**src/rtl/writeback_stage.sv**
```systemverilog
// writeback_stage: buffers retired MEM results in a small FIFO and drives Decode's RF/CC/PC write ports.
module writeback_stage #(
  parameter int REG_WIDTH     = 16,
  parameter int VREG_WIDTH    = 64,
  parameter int VREG_ID_WIDTH = 6,
  parameter int PC_WIDTH      = 16,
  parameter int DEPTH         = 2
) (
  input  logic                       I_CLOCK,
  input  logic                       I_RESET_N,
  input  logic                       I_MW_Valid,
  output logic                       O_MW_Ready,
  input  logic [3:0]                 I_MW_DestRegIdx,
  input  logic                       I_MW_DestWrite,
  input  logic [VREG_ID_WIDTH-1:0]   I_MW_DestVRegIdx,
  input  logic                       I_MW_DestVWrite,
  input  logic [REG_WIDTH-1:0]       I_MW_Data,
  input  logic [VREG_WIDTH-1:0]      I_MW_VecData,
  input  logic                       I_MW_CCWEn,
  input  logic                       I_MW_BrTaken,
  input  logic [PC_WIDTH-1:0]        I_MW_BrPC,
  input  logic                       I_WB_Hold,
  output logic [3:0]                 O_WriteBackRegIdx,
  output logic [REG_WIDTH-1:0]       O_WriteBackData,
  output logic                       O_RegWEn,
  output logic [VREG_ID_WIDTH-1:0]   O_WriteBackVRegIdx,
  output logic [VREG_WIDTH-1:0]      O_VecDestValue,
  output logic                       O_VRegWEn,
  output logic [2:0]                 O_CCValue,
  output logic                       O_CCWEn,
  output logic [PC_WIDTH-1:0]        O_WriteBackPC,
  output logic                       O_WriteBackPCEn,
  output logic [15:0]                O_PendingRegMask,
  output logic [$clog2(DEPTH):0]     O_Count
);
  localparam int PW = $clog2(DEPTH);
  localparam int CW = PW + 1;

  logic [3:0]               r_ridx  [DEPTH];
  logic [VREG_ID_WIDTH-1:0] r_vidx  [DEPTH];
  logic [REG_WIDTH-1:0]     r_data  [DEPTH];
  logic [VREG_WIDTH-1:0]    r_vdata [DEPTH];
  logic [PC_WIDTH-1:0]      r_brpc  [DEPTH];
  logic [DEPTH-1:0]         r_dw, r_vw, r_ccw, r_br;
  logic [DEPTH-1:0]         r_pw;
  logic [PW-1:0]            r_wptr, r_rptr;
  logic [CW-1:0]            r_count;

  logic                 w_push, w_pop, w_n, w_z;
  logic [REG_WIDTH-1:0] w_hd_data;
  logic [DEPTH-1:0]     w_pw_next;
  logic [15:0]          w_mask_next;

  assign O_MW_Ready = r_count < CW'(DEPTH);
  assign O_Count    = r_count;
  assign w_push     = I_MW_Valid & O_MW_Ready;
  assign w_pop      = (r_count != '0) & ~I_WB_Hold;
  assign w_hd_data  = r_data[r_rptr];
  assign w_n        = w_hd_data[REG_WIDTH-1];
  assign w_z        = w_hd_data == '0;

  // Mask reflects the post-edge FIFO contents plus the entry about to be driven.
  always_comb begin
    w_pw_next = r_pw;
    if (w_pop) w_pw_next[r_rptr] = 1'b0;
    if (w_push) w_pw_next[r_wptr] = I_MW_DestWrite;
    w_mask_next = (w_pop && r_dw[r_rptr]) ? (16'd1 << r_ridx[r_rptr]) : 16'd0;
    for (int i = 0; i < DEPTH; i++)
      if (w_pw_next[i])
        w_mask_next = w_mask_next | (16'd1 << ((w_push && r_wptr == PW'(i)) ? I_MW_DestRegIdx : r_ridx[i]));
  end

  always_ff @(posedge I_CLOCK) begin
    if (w_push) begin
      r_ridx[r_wptr]  <= I_MW_DestRegIdx;
      r_vidx[r_wptr]  <= I_MW_DestVRegIdx;
      r_data[r_wptr]  <= I_MW_Data;
      r_vdata[r_wptr] <= I_MW_VecData;
      r_brpc[r_wptr]  <= I_MW_BrPC;
      r_dw[r_wptr]    <= I_MW_DestWrite;
      r_vw[r_wptr]    <= I_MW_DestVWrite;
      r_ccw[r_wptr]   <= I_MW_CCWEn;
      r_br[r_wptr]    <= I_MW_BrTaken;
    end
  end

  always_ff @(posedge I_CLOCK or negedge I_RESET_N) begin
    if (!I_RESET_N) begin
      r_wptr             <= '0;
      r_rptr             <= '0;
      r_count            <= '0;
      r_pw               <= '0;
      O_PendingRegMask   <= '0;
      O_WriteBackRegIdx  <= '0;
      O_WriteBackData    <= '0;
      O_RegWEn           <= 1'b0;
      O_WriteBackVRegIdx <= '0;
      O_VecDestValue     <= '0;
      O_VRegWEn          <= 1'b0;
      O_CCValue          <= '0;
      O_CCWEn            <= 1'b0;
      O_WriteBackPC      <= '0;
      O_WriteBackPCEn    <= 1'b0;
    end else begin
      r_pw             <= w_pw_next;
      O_PendingRegMask <= w_mask_next;
      r_count          <= r_count + CW'(w_push) - CW'(w_pop);
      if (w_push) r_wptr <= r_wptr + 1'b1;
      O_RegWEn        <= w_pop & r_dw[r_rptr];
      O_VRegWEn       <= w_pop & r_vw[r_rptr];
      O_CCWEn         <= w_pop & r_ccw[r_rptr];
      O_WriteBackPCEn <= w_pop & r_br[r_rptr];
      if (w_pop) begin
        r_rptr             <= r_rptr + 1'b1;
        O_WriteBackRegIdx  <= r_ridx[r_rptr];
        O_WriteBackData    <= w_hd_data;
        O_WriteBackVRegIdx <= r_vidx[r_rptr];
        O_VecDestValue     <= r_vdata[r_rptr];
        O_WriteBackPC      <= r_brpc[r_rptr];
        if (r_ccw[r_rptr]) O_CCValue <= {w_n, w_z, ~w_n & ~w_z};
      end
    end
  end
endmodule

```
**config.mk**
```make
export PLATFORM = sky130hd
export DESIGN_NAME = writeback_stage
export DESIGN_NICKNAME = d
export VERILOG_FILES = /design/src/rtl/writeback_stage.sv
export SDC_FILE = /design/constraint.sdc
export NUM_CORES = 1
export LEC_CHECK = 0
export CAP_MARGIN = 30
export CORE_MARGIN = 2
export CORE_UTILIZATION = 45
export CTS_CLUSTER_DIAMETER = 50
export CTS_CLUSTER_SIZE = 30
export DETAILED_ROUTE_END_ITERATION = 10
export PLACE_DENSITY = 0.83
export SLEW_MARGIN = 20
export SYNTH_ARGS = -nofsm -noshare
export SYNTH_HDL_FRONTEND = slang
export SYNTH_SLANG_ARGS = --single-unit
```
**constraint.sdc**
```tcl
create_clock -name I_CLOCK -period 2.4 [get_ports I_CLOCK]
set_clock_uncertainty 0.1 [all_clocks]
set_input_delay 0.24 -clock I_CLOCK [delete_from_list [all_inputs] [get_ports I_CLOCK]]
set_output_delay 0.24 -clock I_CLOCK [all_outputs]
set_load 0.05 [all_outputs]
```
# Yosys cells after proc, flatten, opt, wreduce, memory -nomap -nowiden
# Memory sizes are Yosys's and may differ from the RTL's. A register that Yosys moved wholly into a read port is not among the register bits.
# Cells that the tools add are included.
[word_totals]
reg_bits = 57
in_bits = 114
ram_bits = 212
mem_bits_ro = 0
output_inout_bits = 132
elab_cells = 85
latch_bits = 0
memories = 5
[op_classes]
eq_ne = 0
n_mux = 26
magnitude_cmp = 5
n_div = 0
mul = 0
addsub = 4
shifts = 3
n_bitwise = 15
reduce_logical = 11
[memory_table]
columns = ["name", "words", "width", "read_ports", "rd_ports_with_merged_regs", "wr", "line_no", "text"]
rows = [
  ["r_vdata", 2, 64, 1, 1, 1, "42", "logic [VREG_WIDTH-1:0] r_vdata [DEPTH];"],
  ["r_brpc", 2, 16, 1, 1, 1, "43", "logic [PC_WIDTH-1:0] r_brpc [DEPTH];"],
  ["r_data", 2, 16, 1, 0, 1, "41", "logic [REG_WIDTH-1:0] r_data [DEPTH];"],
  ["r_vidx", 2, 6, 1, 1, 1, "40", "logic [VREG_ID_WIDTH-1:0] r_vidx [DEPTH];"],
  ["r_ridx", 2, 4, 3, 0, 1, "39", "logic [3:0] r_ridx [DEPTH];"],
]
[op_table]
columns = ["operator", "count"]
rows = [
  ["$mux 16", 3],
  ["$shl 1x4->16 const A", 3],
  ["$or 16x16->16", 2],
  ["$logic_not 16->1", 1],
  ["$mux 1", 12],
  ["$bwmux 2", 5],
  ["$mux 4", 2],
  ["$and 1x1->1", 7],
  ["$logic_and 1x1->1", 5],
  ["$lt 1x2->1 const B", 2],
  ["$mux 2", 2],
  ["$not 1->1", 4],
  ["$logic_not 1->1", 3],
  ["$add 1x1->1 const B", 2],
  ["$add 2x1->2", 1],
  ["$and 2x2->2", 1],
  ["$demux 1 s1", 2],
  ["$ge 1x1->1 const B", 2],
  ["$lt 2x2->1 const B", 1],
  ["$not 2->2", 1],
  ["$reduce_and 2->1", 1],
  ["$reduce_bool 2->1", 1],
  ["$sub 2x1->2", 1],
]

# Depth between registers and ports, before layout
# Gate-level depths: netlist (run 1).
[depth]
ltp_word = 12
ltp_mapped = 7
ltp_nobuf = 7

# Least setup slack after synthesis (run 1)
# No wires, ideal clock.
[synth_path]
kind = "register -> register"
from = "reg r_count[1] (netlist: O_Count[1])"
to = "reg O_PendingRegMask[14]"
slack_ps = -249
synth_period_minus_slack_ps = 2649
arrival_time_ps = 2412
required_ps = 2163
setup_ps = 137
path_buffers = 1
path_stages_with_launch = 7
cell_sequence = "dfrtp_1 -> or3b_1 -> buf_6 -> inv_4 -> a2111oi_4 -> a22oi_1 -> o211ai_1"
[synth_between]
elab_chain_cells = 9
elab_cells_between_ends = 19
classes_between = "1 x order compare; 2 x shift; 8 x mux; 4 x bitwise; 4 x reduce/logical"
[synth_rtl]
columns = ["element", "line_no", "text"]
rows = [
  ["from (decl)", "47", "logic [CW-1:0] r_count;"],
  ["from (signal assigned)", "107", "r_count <= r_count + CW'(w_push) - CW'(w_pop);"],
  ["$lt 2x2->1", "54", "assign O_MW_Ready = r_count < CW'(DEPTH);"],
  ["$and 1x1->1", "56", "assign w_push = I_MW_Valid & O_MW_Ready;"],
  ["$logic_and 1x1->1", "70", "w_mask_next = w_mask_next | (16'd1 << ((w_push && r_wptr == PW'(i)) ? I_MW_DestRegIdx : r_ridx[i]));"],
  ["$mux 4", "70", ""],
  ["$shl 1x4->16", "70", ""],
  ["$or 16x16->16", "70", ""],
  ["$mux 16", "69", "if (w_pw_next[i])"],
  ["$or 16x16->16", "70", ""],
  ["$mux 16 *", "69", ""],
  ["net w_mask_next[14]", "52", "logic [15:0] w_mask_next;"],
  ["to (signal assigned)", "106", "O_PendingRegMask <= w_mask_next;"],
  ["to (decl)", "33", "output logic [15:0] O_PendingRegMask,"],
]
# Mark *: on every way through the listed nets, which the timed path passes. The rest lies on a longest branch.
# A chain may end at the register's enable or synchronous reset.

# Worst setup path after layout (run 1)
[layout_path]
from = "reg r_count[1] (netlist: O_Count[1])"
to = "out O_MW_Ready"
[layout_between]
elab_chain_cells = 1
[layout_rtl]
columns = ["element", "line_no", "text"]
rows = [
  ["$lt 2x2->1", "54", ""],
  ["to (decl)", "12", "output logic O_MW_Ready,"],
]
# No other way between the ends.

==> qor.csv, run 1 <==
metric,value,unit
run_status,"finished, final reports clean",
tritoncts,done,
report.final.slew_viol_count,0,
place.gp.congestion,0.899,
initial_core_utilization,0.455,
max_clock_freq,438,MHz
worst-endpoint-required,2.06,ns
synth_cells,888,
synth_nets,1004,
postSynthAreaPerCell,15.2,um^2
most_numerous_cell_types_in_the_synthesized_netlist,"edfxtp_1, dfrtp_1, nand2_1, mux2i_1, o21ai_0",
worstSetupEndpointType,primary output,
synthDistinctLibCells,50,
startpoint_type,flop,
remaining_overflow_grt,0,
critPathMaxFanout,7,
post_drt_via_cell_ratio,5.17,
setup-tns-final,0,ns
clock_sink_count,355,
hpwl,19.5,mm
asyncSetResetFlopFracSynth,0.380,
worst_path_max_stage_delay,0.82,ns
synth.most_common_cell,edfxtp_1,
rsz_0062_raised_after_global_routing,no,
postRouteAntennaNets,0,
route.detailed.drc,0,
yosys_most_used_dff,edfxtp_1,
synth.top_cell.area_share,0.491,
fin_nets,1257,
cp_cell_sequence,inv_1 -> clkdlybuf4s50_1,
power.share.switching,0.406,
area_growth,29.3,%
p_leak,6.65,nW
synth_area_leader_cell,edfxtp_1,
floorplan_core_area,29600,um^2
synth.top_cells.by_area,"edfxtp_1, dfrtp_1, mux2i_1",
finish.utilization,0.589,
cellPowerDensity,1340,nW/um^2
tightestPinTransition,0.859,ns
clock_power_share,0.206,
finalSetupViolations,0,
cts_setup_buffers,0,
buffer_ports.inserted,245,
critical_path_data_arrival_time,1.94,ns
cts-root-buf,clkbuf_16,
num_io_pins,246,
internal_pwr_total,0.0139,W
timing.final.crit_period,2.28,ns
hold_path_class,input port to asynchronous set/reset pin,
slew_headroom,0.428,
iteration_0_drc_markers,572,
grt.total_usage,0.185,
overall_power_consumption,0.0233,W
drt-total-wl,29.2,mm
cts_made_buffers,29,
ir_drop,1.01,mV
hold-worst-slack,0.142,ns
layout_worst_path_cycle_share,0.951,
synth.yosys.warnings,0,
via_count,8037,
comb_power_share,0.401,
layout-drive-gt1-share,0.0825,
antenna_violations_before_repair,1,
ys_ff_latch,355,
global_route_wire_length_before_repair,45.4,mm
power.net_switching,0.00949,W
h_tree_level_count,1,
synth-edff-count,220,
final_hold_viol_count,0,
synth_seq_area_share,0.742,
via_count_of_the_first_global_routing_pass,8261,
setup_slack,0.117,ns
pre_cts_ws,0.214,ns
mappedNetlistArea,13500,um^2
die_area,31300,um^2
cts.clk_slew.worst_paths,0.07,ns
die_x,177,um
detail_route.wl_per_cell,18.8,um
max-clock-path-buffers,3,
clock_latency,0.55,ns
dr.pass1.iters,5,
placement_rows,63,
ff2ff_path_depth,3,
timing.max_cap.violations,0,
die_h,177,um
maximum_number_of_pins_on_one_net_before_global_route_repair,106,
pwr-share-seq,0.393,
critical-path-slowest-cell,clkdlybuf4s50_1,
setup.worst_path.class,flop to primary output,
==> per-layer routing <==
layer	share of wire	GRT usage	vias up
met5	0	0	-
met4	0.030	0.0634	0
met3	0.063	0.0374	64
met2	0.50	0.314	273
met1	0.41	0.238	3895
li1	-	-	3805
==> critical path: cells and delay by family (launching register included) <==
family | cells | cell delay [ns]
buf+inv | 2 | 0.93
flops | 1 | 0.47
==> power groups by stage <==
stage	clock (W)	sequential, W	combinational [W]
after floorplan	0	0.0124	0.00298
after global placement	0	0.00922	0.00927
after detailed placement	0	0.00927	0.00947
after CTS	0.00492	0.00918	0.00948
after global routing	0.00518	0.00935	0.00992
final	0.00480	0.00917	0.00937
==> sequential cells by signal (all words and copies together) (netlist names), 3 cells and up <==
| signal | count |
|---|---|
| O_WriteBackRegIdx | 4 |
| O_CCValue | 3 |
| r_vidx | 12 |
| O_VecDestValue | 64 |
| r_vdata | 128 |
| r_data | 32 |
| r_brpc | 32 |
| O_WriteBackData | 16 |
| r_ridx | 8 |
| O_PendingRegMask | 16 |
| O_WriteBackVRegIdx | 6 |
| O_WriteBackPC | 16 |
==> kinds of logic after synthesis <==
kind of cell | Yosys count | share of synthesized area
AOI/OAI and AO/OA | 165 | 0.0800
xor gates and xnor gates | 3 | 0.00195
adders and majority gates | 2 | 0.00186
DFF | 355 | 0.742
muxes | 110 | 0.0820
buffers and inverters | 56 | 0.0237
and+or+nand+nor | 197 | 0.0684
==> path summary, 6_finish.rpt <==
check / startpoint / to / slack (ns)
setup / recovery: O_Count[1] / O_MW_Ready / 0.12
hold / removal: I_RESET_N / O_PendingRegMask[11] / 0.14
setup reg to reg: r_rptr / O_VecDestValue[49] / 0.35
hold reg to reg: O_WriteBackPC[8] / O_WriteBackPC[8] / 0.38
max in group asynchronous: I_RESET_N / r_rptr / 1.64
min in group I_CLOCK: I_MW_VecData[5] / r_vdata[0][5] / 0.16
==> final cells by class <==
cell class / count / area [um^2]
Fill cell: 2233 / 12200
Sequential cell: 355 / 9990
Tap cell: 390 / 488
Inverter: 11 / 56.3
Multi-Input combinational cell: 477 / 3150
Clock buffer: 32 / 747
Antenna cell: 1 / 2.50
Timing Repair Buffer: 267 / 2720
Clock inverter: 21 / 241
==> per-stage QoR <==
stage	area, um^2	std cells
4_1_cts	17400	1553
3_3_place_gp	16400	1499
6_report	17400	1554
3_5_place_dp	16400	1499
5_1_grt	17400	1554
2_1_floorplan	13500	888
==> placed cells by master, fill, tap and decap left out, types with 10 or more instances in the layout <==
cell and instances:
clkdlybuf4s50_1 244, edfxtp_1 220, dfrtp_1 134, nand2_1 128
mux2i_1 108, o21ai_0 108, clkbuf_16 29, buf_4 13
o211ai_1 12, nor2_1 10, nor3_1 10, a21oi_1 10
nand4_1 10
==> repair_timing <==
item,in CTS,in global routing
setup endpoints to repair,0,0
endpoints found under the hold margin,135,0
gates resized for setup,0,0
hold buffers,1,0
Note: power is estimated with default switching activity, not from simulation.
==> inputs of run 2 (changes only) <==
--- a/config.mk
+++ b/config.mk
@@ -5,7 +5,7 @@
 export SDC_FILE = /design/constraint.sdc
 export NUM_CORES = 1
 export LEC_CHECK = 0
-export CAP_MARGIN = 30
+export CAP_MARGIN = 20
 export CORE_MARGIN = 2
 export CORE_UTILIZATION = 45
 export CTS_CLUSTER_DIAMETER = 50
==> results of run 2 <==
The final DEF is identical to that of run 1; final timing and power are the same.
==> patch 1 (config.mk and constraints of run 1) <==
Set the parameter `VREG_WIDTH` to 128 (it was 64).
--- a/src/rtl/writeback_stage.sv
+++ b/src/rtl/writeback_stage.sv
@@ -1,7 +1,7 @@
 // writeback_stage: buffers retired MEM results in a small FIFO and drives Decode's RF/CC/PC write ports.
 module writeback_stage #(
   parameter int REG_WIDTH     = 16,
-  parameter int VREG_WIDTH    = 64,
+  parameter int VREG_WIDTH    = 128,
   parameter int VREG_ID_WIDTH = 6,
   parameter int PC_WIDTH      = 16,
   parameter int DEPTH         = 2
Interface: changed (resized I_MW_VecData and O_VecDestValue); port bits go from 246 to 374. The function was not compared with the original's and may differ.
==> patch 1 against run 1 <==
Core utilization increased by 0.67 points; wire length rose by 58%; final cell count grew 48%; power is 56% higher; global-route usage is 1.4 points higher; synthesized area increased by 48%; sequential cell count grew 192; setup slack lost 0.56 ps; sequential share of layout area up 1.6 points; sequential power rose by 54%; clock power increased by 65%; cell area increased by 50%; critical endpoint is now O_Count[1]; highest routed layer is now met5.
==> patch 1: results (changes against run 1) <==
The tools report the number of CTS-inserted buffers as 47 (+62%). The adder-cell share of the synthesized area is 0.00126 (-0.000603), and the largest stage delay on the critical path is 890 ps (+70 ps). The post-place setup slack was 90.5 ps (-123 ps). The sequential cell count is 547 (+54%). The post-synthesis net count was 1454 (+45%); the post-CTS resize count was 1 (+1).

The met1 wire length was 18.4 mm (+54%); the number of flops mapped to enable cells by yosys was 348 (+58%). The critical register-to-register path endpoint is O_PendingRegMask[8]$_DFF_PN0_. The run finished with clean final reports. The xor and xnor area share after synthesis works out to 0.00176 (-0.000194). Critical-path maximum fanout: 6 (-1). The final critical delay including setup and external delays works out to 2280 ps (+0.560 ps). The global routing usage summed across all routing layers was 0.199 (+0.0139). Ranked by total cell area, the synthesized netlist is headed by sky130_fd_sc_hd__edfxtp_1 (52%), sky130_fd_sc_hd__dfrtp_1 (25%), sky130_fd_sc_hd__mux2i_1 (9.2%).

The largest registers in the layout are r_vdata (256), O_VecDestValue (128). Via-per-instance ratio: 5.14 (-0.56%). Portion of netlist area occupied by mux cells: 0.0942 (+0.0122).

For the total of fill cells in the finished design, the log shows 3282 (+47%). The routability-driven placement congestion ratio is 0.927 (+3.0%), and the clock power share is 0.218 (+0.012). The logs give 0.00100 V (-0.85%) for the maximum VDD drop and 0.0154 sq mm (+55%) for the area used by sequential logic in the layout. The count of unique library cells instantiated by Yosys was 39 (-22%). The setup slack of the worst register-to-register path was 180 ps (-170 ps); the average cell area after synthesis was 15.6 sq um (+3.2%). The power consumed by the clock network is 7.93 mW (+65%), and the share of post-route cells with drive strength above 1 is 0.0730 (-0.00956). The logs give 1840 (+46%) for the number of nets in the final layout and 580 ps (+30 ps) for the insertion delay of the later-clocked pin in the worst-skew pair. The routed wirelength normalized by instance count is 20.0 microns (+6.7%). The depth of the most critical reg-to-reg path works out to 4 (+1).

The multi-input combinational gate total came out at 657 (+38%). The length of routed met3 wiring is 2.59 mm (+40%), and the number of placed instances with taps included is 2202 (+47%). The net switching share of the total power was 0.403 (-0.00354). The non-clock inverter instance count of the final layout was 7 (-4).

The run gives 23.4 mm (+61%) as the total length of routed met2 wires. The run gives 0.0245 sq mm (+49%) as the cell area reported after detailed placement. Global routing met2 resource utilization: 0.338 (+0.0245).

The tools report the total routed wirelength as 46.0 mm (+58%).
==> patch 1: worst min-delay path by stage <==
stage                          start                         endpoint  depth (start not counted)
global placement           I_RESET_N  O_VecDestValue[106]$_DFFE_PN0P_                          1
floorplan                  I_RESET_N         O_CCValue[0]$_DFFE_PN0P_                          0
global route        I_MW_VecData[93]         r_vdata[0][93]$_DFFE_PP_                          1
CTS                        I_RESET_N  O_VecDestValue[110]$_DFFE_PN0P_                          2
finish                     I_RESET_N  O_VecDestValue[105]$_DFFE_PN0P_                          2
detailed placement         I_RESET_N  O_VecDestValue[117]$_DFFE_PN0P_                          1
==> patch 1: logic make-up (layout without fill, tap and decap cells) <==
group / after synthesis / after routing
XOR/XNOR: 4 / 4
adder cells (fa/ha/maj): 2 / 2
AND/OR/NAND/NOR: 255 / 255
buffers and inverters: 70 / 495
multiplexers: 187 / 187
AO/OA/AOI/OAI: 209 / 209
other: 0 / 4
flip-flops: 547 / 547
==> patch 2 (flow settings as in run 1) <==
Without the edit above. Take the reset off `O_PendingRegMask` and load it in a clocked block of its own.
--- a/src/rtl/writeback_stage.sv
+++ b/src/rtl/writeback_stage.sv
@@ -90,7 +90,6 @@
       r_rptr             <= '0;
       r_count            <= '0;
       r_pw               <= '0;
-      O_PendingRegMask   <= '0;
       O_WriteBackRegIdx  <= '0;
       O_WriteBackData    <= '0;
       O_RegWEn           <= 1'b0;
@@ -103,7 +102,6 @@
       O_WriteBackPCEn    <= 1'b0;
     end else begin
       r_pw             <= w_pw_next;
-      O_PendingRegMask <= w_mask_next;
       r_count          <= r_count + CW'(w_push) - CW'(w_pop);
       if (w_push) r_wptr <= r_wptr + 1'b1;
       O_RegWEn        <= w_pop & r_dw[r_rptr];
@@ -121,5 +119,9 @@
       end
     end
   end
+
+  always_ff @(posedge I_CLOCK) begin
+    O_PendingRegMask <= w_mask_next;
+  end
 endmodule
 
Behaviour: not the same (Yosys sat finds a counterexample within 4 cycles, from zero or initial values and one cycle with I_RESET_N low).
==> patch 2 against run 1 <==
Sequential cell count is the same; via count up 1.1%; sequential power about the same; power is 2.9% higher; setup slack lost 33 ps; register-to-register slack improved by 20 ps; maximum frequency is 1.4% lower; cell area up 0.31%; clock power is 12% higher; synthesized area decreased by 0.60%; first-iteration DRC count grew 9.1%; wire length is 4.6% higher; critical path type unchanged; critical endpoint unchanged.
==> patch 2: results (changes against run 1) <==
Ranked by total cell area, the synthesized netlist is headed by sky130_fd_sc_hd__edfxtp_1 (49%), sky130_fd_sc_hd__dfrtp_1 (22%), sky130_fd_sc_hd__mux2i_1 (8.1%). The adder-cell share of the synthesized area was 0.00187 (+0.0000111). The slew at the pin closest to its max-slew limit is 699 ps (-159 ps), and the detailed router's first-iteration violation count is 624 (+9.1%).

The worst register-to-register path begins at O_Count[1]$_DFF_PN0_. The count of unique library cells instantiated by Yosys is 51 (+2.0%), and the via count of the first global-routing pass is 8490 (+2.8%). The global routing met2 resource utilization was 0.336 (+0.0221); the routability-driven placement congestion ratio was 0.887 (-1.4%). The run gives 0.197 (+0.0122) as the global routing usage summed across all routing layers. The share of post-route cells with drive strength above 1 is 0.0874 (+0.00486).

For the initial antenna violation count, the log shows 2 (+1). In this run the critical register-to-register path is captured at O_VecDestValue[23]$_DFFE_PN0P_. Xor and xnor area share after synthesis: 0.00196 (+0.0000117). The tools report the total of fill cells in the finished design as 2250 (+0.76%). The data arrival time of the worst path came out at 1980 ps (+40 ps). The portion of netlist area occupied by mux cells came out at 0.0825 (+0.000491). The cell area reported after detailed placement is 0.0163 sq mm (-0.52%). For the first-pass GRT wire length, the log shows 47.3 mm (+4.1%). The run finished with clean final reports. The met1 wire length is 11.8 mm (-1.2%). The post-place setup slack came out at 154 ps (-59.5 ps). The run gives 0.0500 (+0.0126) as the routing usage on met3. The net switching share of the total power is 0.403 (-0.00356), and the total length of routed met2 wires is 15.2 mm (+4.8%). The post-synthesis async set-or-reset flop share was 0.335 (-0.0451); the final instance count without filler cells was 1560 (+0.39%).

Power drawn by the combinational cells: 9.45 mW (+0.9%). The number of nets in the final layout was 1259 (+0.16%). Compared with the post-synthesis result, the final layout area differs by 30.5%. Ranked by instance count, the synthesized netlist is headed by sky130_fd_sc_hd__edfxtp_1 (220), sky130_fd_sc_hd__nand2_1 (128), sky130_fd_sc_hd__dfrtp_1 (119). The met1 usage in global routing was 0.242 (+0.00446).

The tools report the total half-perimeter wirelength after legalization and detailed placement as 20.3 mm (+4.2%). The tools report the number of CTS-inserted buffers as 30 (+3.4%). The static leakage came out at 6.62 nW (-0.40%).
patch 2: worst max-delay path by stage:
stage                    startpoint  slack (ps)                      endpoint  cells after the start
2_1_floorplan  O_Count[1]$_DFF_PN0_         100  O_PendingRegMask[14]$_DFF_P_                      6
3_3_place_gp             I_MW_Valid         130  O_PendingRegMask[15]$_DFF_P_                      6
3_5_place_dp             I_MW_Valid         150   O_PendingRegMask[7]$_DFF_P_                      6
4_1_cts        O_Count[1]$_DFF_PN0_          50                    O_MW_Ready                      2
5_1_grt        O_Count[1]$_DFF_PN0_          20                    O_MW_Ready                      2
6_report       O_Count[1]$_DFF_PN0_          80                    O_MW_Ready                      2
patch 2: layout make-up:
class	instances	area share
Clock inverter	26	0.0213
Sequential cell	355	0.568
Tap cell	390	0.0280
Multi-Input combinational cell	477	0.181
Antenna cell	3	0.000430
Timing Repair Buffer	268	0.156
Clock buffer	30	0.0430
Inverter	11	0.00323
